--- src/rtl/argmax_pkg.sv ---
// Shared sizing helpers and defaults for the argmax compare tree.
package argmax_pkg;
  localparam int DEF_N_CLASS = 10;
  localparam int DEF_DATA_W  = 26;

  function automatic int clog2(input int n);
    int r;
    r = 0;
    while ((1 << r) < n) r++;
    return r;
  endfunction

  function automatic int idx_w(input int n);
    return (clog2(n) < 1) ? 1 : clog2(n);
  endfunction

  // Surviving nodes after lvl pairwise-reduction levels.
  function automatic int nodes_at(input int n, input int lvl);
    return (n + (1 << lvl) - 1) >> lvl;
  endfunction
endpackage

--- src/rtl/argmax_cmp_node.sv ---
// Registered two-input max node; left wins on ties so the lower index survives.
module argmax_cmp_node #(
  parameter int DATA_W = 26,
  parameter int IDX_W  = 4,
  parameter int SIGNED = 1
) (
  input  logic              clk,
  input  logic              GlobalReset,
  input  logic              en,
  input  logic              l_vld,
  input  logic [DATA_W-1:0] l_val,
  input  logic [IDX_W-1:0]  l_idx,
  input  logic              r_vld,
  input  logic [DATA_W-1:0] r_val,
  input  logic [IDX_W-1:0]  r_idx,
  output logic              vld,
  output logic [DATA_W-1:0] val,
  output logic [IDX_W-1:0]  idx
);
  logic l_wins;
  logic in_vld;

  always_comb begin
    if (SIGNED != 0) l_wins = $signed(l_val) >= $signed(r_val);
    else             l_wins = l_val >= r_val;
  end

  assign in_vld = l_vld & r_vld;

  // Value/index only load on a valid beat so outputs hold across bubbles.
  always_ff @(posedge clk or negedge GlobalReset) begin
    if (!GlobalReset) begin
      vld <= 1'b0;
      val <= '0;
      idx <= '0;
    end else if (en) begin
      vld <= in_vld;
      if (in_vld) begin
        val <= l_wins ? l_val : r_val;
        idx <= l_wins ? l_idx : r_idx;
      end
    end
  end
endmodule

--- src/rtl/argmax_selector.sv ---
// Pipelined argmax: input register stage followed by a registered binary compare tree,
// globally stalled when the output result is not taken.
module argmax_selector
  import argmax_pkg::*;
#(
  parameter int N_CLASS = DEF_N_CLASS,
  parameter int DATA_W  = DEF_DATA_W,
  parameter int SIGNED  = 1,
  localparam int IDX_W  = idx_w(N_CLASS)
) (
  input  logic                      clk,
  input  logic                      GlobalReset,
  input  logic                      in_valid,
  output logic                      in_ready,
  input  logic [N_CLASS*DATA_W-1:0] in_data,
  output logic                      out_valid,
  input  logic                      out_ready,
  output logic [IDX_W-1:0]          out_idx,
  output logic [DATA_W-1:0]         out_max
);
  localparam int LVLS = clog2(N_CLASS);

  logic stall;
  logic en;
  logic s0_vld;
  logic [N_CLASS-1:0][DATA_W-1:0] s0_val;

  assign stall    = out_valid & ~out_ready;
  assign en       = ~stall;
  assign in_ready = en;

  always_ff @(posedge clk or negedge GlobalReset) begin
    if (!GlobalReset) begin
      s0_vld <= 1'b0;
      s0_val <= '0;
    end else if (en) begin
      s0_vld <= in_valid;
      if (in_valid) s0_val <= in_data;
    end
  end

  for (genvar l = 0; l <= LVLS; l++) begin : g_lvl
    localparam int NN = nodes_at(N_CLASS, l);
    logic [NN-1:0]             vld;
    logic [NN-1:0][DATA_W-1:0] val;
    logic [NN-1:0][IDX_W-1:0]  idx;

    if (l == 0) begin : g_in
      for (genvar k = 0; k < NN; k++) begin : g_leaf
        assign vld[k] = s0_vld;
        assign val[k] = s0_val[k];
        assign idx[k] = IDX_W'(k);
      end
    end else begin : g_tree
      localparam int NP = nodes_at(N_CLASS, l - 1);
      for (genvar k = 0; k < NN; k++) begin : g_node
        // An unpaired last node is compared against itself: left wins, so it passes through.
        localparam int LI = 2 * k;
        localparam int RI = (2 * k + 1 < NP) ? 2 * k + 1 : 2 * k;
        argmax_cmp_node #(
          .DATA_W(DATA_W),
          .IDX_W (IDX_W),
          .SIGNED(SIGNED)
        ) u_node (
          .clk        (clk),
          .GlobalReset(GlobalReset),
          .en         (en),
          .l_vld      (g_lvl[l-1].vld[LI]),
          .l_val      (g_lvl[l-1].val[LI]),
          .l_idx      (g_lvl[l-1].idx[LI]),
          .r_vld      (g_lvl[l-1].vld[RI]),
          .r_val      (g_lvl[l-1].val[RI]),
          .r_idx      (g_lvl[l-1].idx[RI]),
          .vld        (vld[k]),
          .val        (val[k]),
          .idx        (idx[k])
        );
      end
    end
  end

  assign out_valid = g_lvl[LVLS].vld[0];
  assign out_max   = g_lvl[LVLS].val[0];
  assign out_idx   = g_lvl[LVLS].idx[0];
endmodule

--- config.mk ---
export PLATFORM = sky130hd
export DESIGN_NAME = argmax_selector
export DESIGN_NICKNAME = d
export VERILOG_FILES = /design/src/rtl/argmax_pkg.sv /design/src/rtl/argmax_cmp_node.sv /design/src/rtl/argmax_selector.sv
export SDC_FILE = /design/constraint.sdc
export NUM_CORES = 1
export LEC_CHECK = 0
export BUFFER_PORTS_ARGS = -buffer_cell sky130_fd_sc_hd__buf_2
export CAP_MARGIN = 20
export CORE_AREA = 2 2 248 250
export DETAILED_ROUTE_END_ITERATION = 6
export DIE_AREA = 0 0 250 252
export PLACE_DENSITY_LB_ADDON = 0.08
export SYNTH_ARGS = -nofsm -noshare
export SYNTH_HDL_FRONTEND = slang
export SYNTH_SLANG_ARGS = --single-unit
--- constraint.sdc ---
create_clock -name clk -period 3.2 [get_ports clk]
set_clock_uncertainty 0.2 [all_clocks]
set_input_delay 0.64 -clock clk [delete_from_list [all_inputs] [get_ports clk]]
set_output_delay 0.64 -clock clk [all_outputs]
set_load 0.02 [all_outputs]
==> results.yml <==
outcome:
  status: "completed"
drt:
  wl_per_cell_microns: 19.93
  wl_met1_microns: 34120
  vias: 22720
  wl_met3_microns: 4537
  top_layer: "met4"
  drc: 0
  viasPerCell: 5.656
  antenna_left: 0
  first_iter_violations: 1329
  firstDrtPassIters: 6
  wl_met2_microns: 38900
  drt-total-wl_microns: 80080
synthesis:
  ys.flop_type: "dfrtp_1"
  syn_area_per_cell_sq_um: 10.40
  synth.distinct_cells: 56
  syn_nets: 3382
  synthCells: 2884
  yosys_warnings: 0
  async_flop_share_pct: 100.0
  ys_seq_area_share_pct: 47.81
  synth_seq_cells: 573
  synth_area_sq_um: 29990
  synth-edff-count: 0
place:
  place_hpwl_microns: 59440
  place.gp.congestion: 0.8980
  port-buffer-count: 295
setup_path:
  critPathKind: "reg2reg"
  end_kind: "flop"
  worst_ep_arrival_time_ns: 3.29
  critical_path.max_fanout: 26
  cp.required_ns: 3.48
  startpoint_type: "flop"
global_routing:
  grt_pass1_vias: 23480
  grt_pass1_wl_microns: 128300
  gr-total-overflow: 0
  grt_usage_pct: 25.67
  antenna_found_initial: 1
  grt_max_degree: 84
sta:
  hold_viol: 0
  worst_pin_slew_ns: 0.8734
  rsz0062_at_grt: "false"
  slew_headroom_pct: 41.77
  max_freq_mhz: 331.8
  final.setup.tns_ns: 0
  fin_crit_sh_pct: 94.17
  setup_viol: 0
  period_needed_ns: 3.014
  report.final.slew_viol_count: 0
layout:
  finalNetCount: 3685
  final_util_pct: 57.82
  multiInputGateArea_sq_um: 13320
  seqCellArea_sq_um: 14340
  drive_above_1_share_pct: 24.88
  syn2layout_area_growth_pct: 15.92
  n_fill_cell: 5279
power_and_ir_drop:
  p_per_area_nw_per_um2: 1008
  power_leakage_nw: 16.90
  vdd_drop_max_mv: 0.6672
clock_tree:
  cts.clk_slew.worst_paths_ns: 0.06
  cts_tree: "built"
  clk_path_buf_depth: 3
  clock-sinks: 573
  numCtsBuffers: 61
  clk_latency_ns: 0.63
  cts_root_buf: "clkbuf_16"
  cts_post_setup_buffers_inserted: 0
  h-tree-depth: 2
floorplanning:
  die_area_sq_um: 63000
  die_x_microns: 250
  io_pins: 296
  die_h_microns: 252
  num_rows: 90
  coreArea_sq_um: 60130
  start_util_pct: 49.88
run:
  maxCapViolCount: 0
hold_path:
  hp-class: "in2reg"
[cell families after synthesis]
| kind of cell | share of synthesized area, % |
|---|---|
| compound gates | 14.84 |
| flops | 47.81 |
| buf+inv | 7.922 |
| mux | 9.762 |
| simple gates | 9.900 |
| fa+ha+maj | 9.762 |
[cell type report]
cell class,count,share of cell area [%]
well taps,782,2.814
clock buffers,95,5.254
flip-flops and latches,573,41.24
repair buffers,385,7.147
diodes,1,0.007198
inverters,439,4.740
multi-input cells,1727,38.32
clock inverters,16,0.4786
[state kept, by name, summed over array words and instances, names as in the netlist]
signal / flops
g_lvl.g_tree.g_node.u_node.idx: 22
g_lvl.g_tree.g_node.u_node.vld: 4
g_lvl.val: 260
g_lvl.g_tree.g_node.u_node.val: 286
s0_vld: 1
[critical path: stages (launching register included)]
cell and delay (ns):
dfrtp_1 0.38, inv_1 0.06, ha_1 0.29, a21oi_1 0.17, o21ai_0 0.16, a2111oi_0 0.75, buf_4 0.23, o211a_1 0.17
o21a_1 0.17, buf_12 0.19, o221ai_1 0.12
[layout by cell type, fill, tap and decap left out, drive strengths merged, types with 52 or more instances in the layout]
master	Yosys	final
mux2	260	260
a21oi	76	76
o21ai	61	61
dfrtp	573	573
nand2	545	545
buf	66	384
o221ai	187	187
o311ai	52	52
ha	234	234
clkbuf	79	95
inv	439	440
[path summary, 6_finish.rpt]
path / start / endpoint / slack, ns / depth (start not counted)
max: g_lvl[0].val[133]$_DFFE_PN0P_ / g_lvl[1].g_tree.g_node[2].u_node.val[1]$_DFFE_PN0P_ / 0.19 / 10
max reg2reg: g_lvl[0].val[133]$_DFFE_PN0P_ / g_lvl[1].g_tree.g_node[2].u_node.val[1]$_DFFE_PN0P_ / 0.19 / 10
min reg2reg: g_lvl[1].g_tree.g_node[4].u_node.val[25]$_DFFE_PN0P_ / g_lvl[2].g_tree.g_node[2].u_node.val[25]$_DFFE_PN0P_ / 0.26 / 2
max in group asynchronous: GlobalReset / g_lvl[0].val[192]$_DFFE_PN0P_ / 1.43 / 3
min in group asynchronous: GlobalReset / g_lvl[0].val[6]$_DFFE_PN0P_ / 0.41 / 2
min: in_data[98] / g_lvl[0].val[98]$_DFFE_PN0P_ / 0.04 / 2
[through the flow]
step / instances / worst slack, ns / hold WS (ns) / area [sq um] / total power [mW]
2_1_floorplan: 2884 / 0.6217 / 0.1444 / 29990 / 22.68
3_3_place_gp: 3904 / 0.1164 / 0.2512 / 32720 / 27.39
3_5_place_dp: 3905 / 0.1164 / 0.2467 / 32750 / 27.99
4_1_cts: 4017 / 0.08635 / 0.005803 / 34750 / 35.23
5_1_grt: 4018 / 0.04174 / 0.01966 / 34770 / 37.68
6_report: 4018 / 0.1865 / 0.03917 / 34770 / 35.03
[where the power goes]
part | leakage [nW] | internal [mW] | switching (mW)
combinational | 8.95 | 6.44 | 9.00
clock | 0.975 | 4.13 | 2.92
sequential | 6.98 | 9.99 | 2.55
total | 16.9 | 20.6 | 14.5
[synth_stat cells, drive strengths merged (6+ instances only)]
library cell,number,area share (%)
ha,234,9.8
and2,36,0.75
nand4,36,0.75
o211a,6,0.20
a221o,33,1.1
mux2,260,9.8
buf,66,1.4
o2111ai,6,0.20
nor2,19,0.24
a31oi,8,0.17
o211ai,9,0.37
a22oi,27,0.68
inv,439,5.5
a2111oi,7,0.20
o21ai,61,1.0
dfrtp,573,48
o311ai,52,1.5
a21oi,76,1.3
nor4,8,0.29
nand2,545,6.8
o21a,17,0.43
nand3,7,0.12
and3,8,0.17
clkbuf,79,1.0
nand2b,13,0.27
o221ai,187,6.3
a21o,15,0.38
a211oi,20,0.50
a2bb2oi,6,0.18
nor3,10,0.20
[what timing repair did]
action,CTS,global route
endpoints found under the setup margin,0,41
gates resized for setup,0,5
hold endpoints to repair,55,0
hold buffers,1,0
[per-layer routing]
metal  track usage [%]  vias up
li1                  -    10690
met1             33.95    11320
met2             43.02      580
met3             4.385      139
met4             8.435        0
met5            0.4633        -
Power figures use the tool's default switching activity.
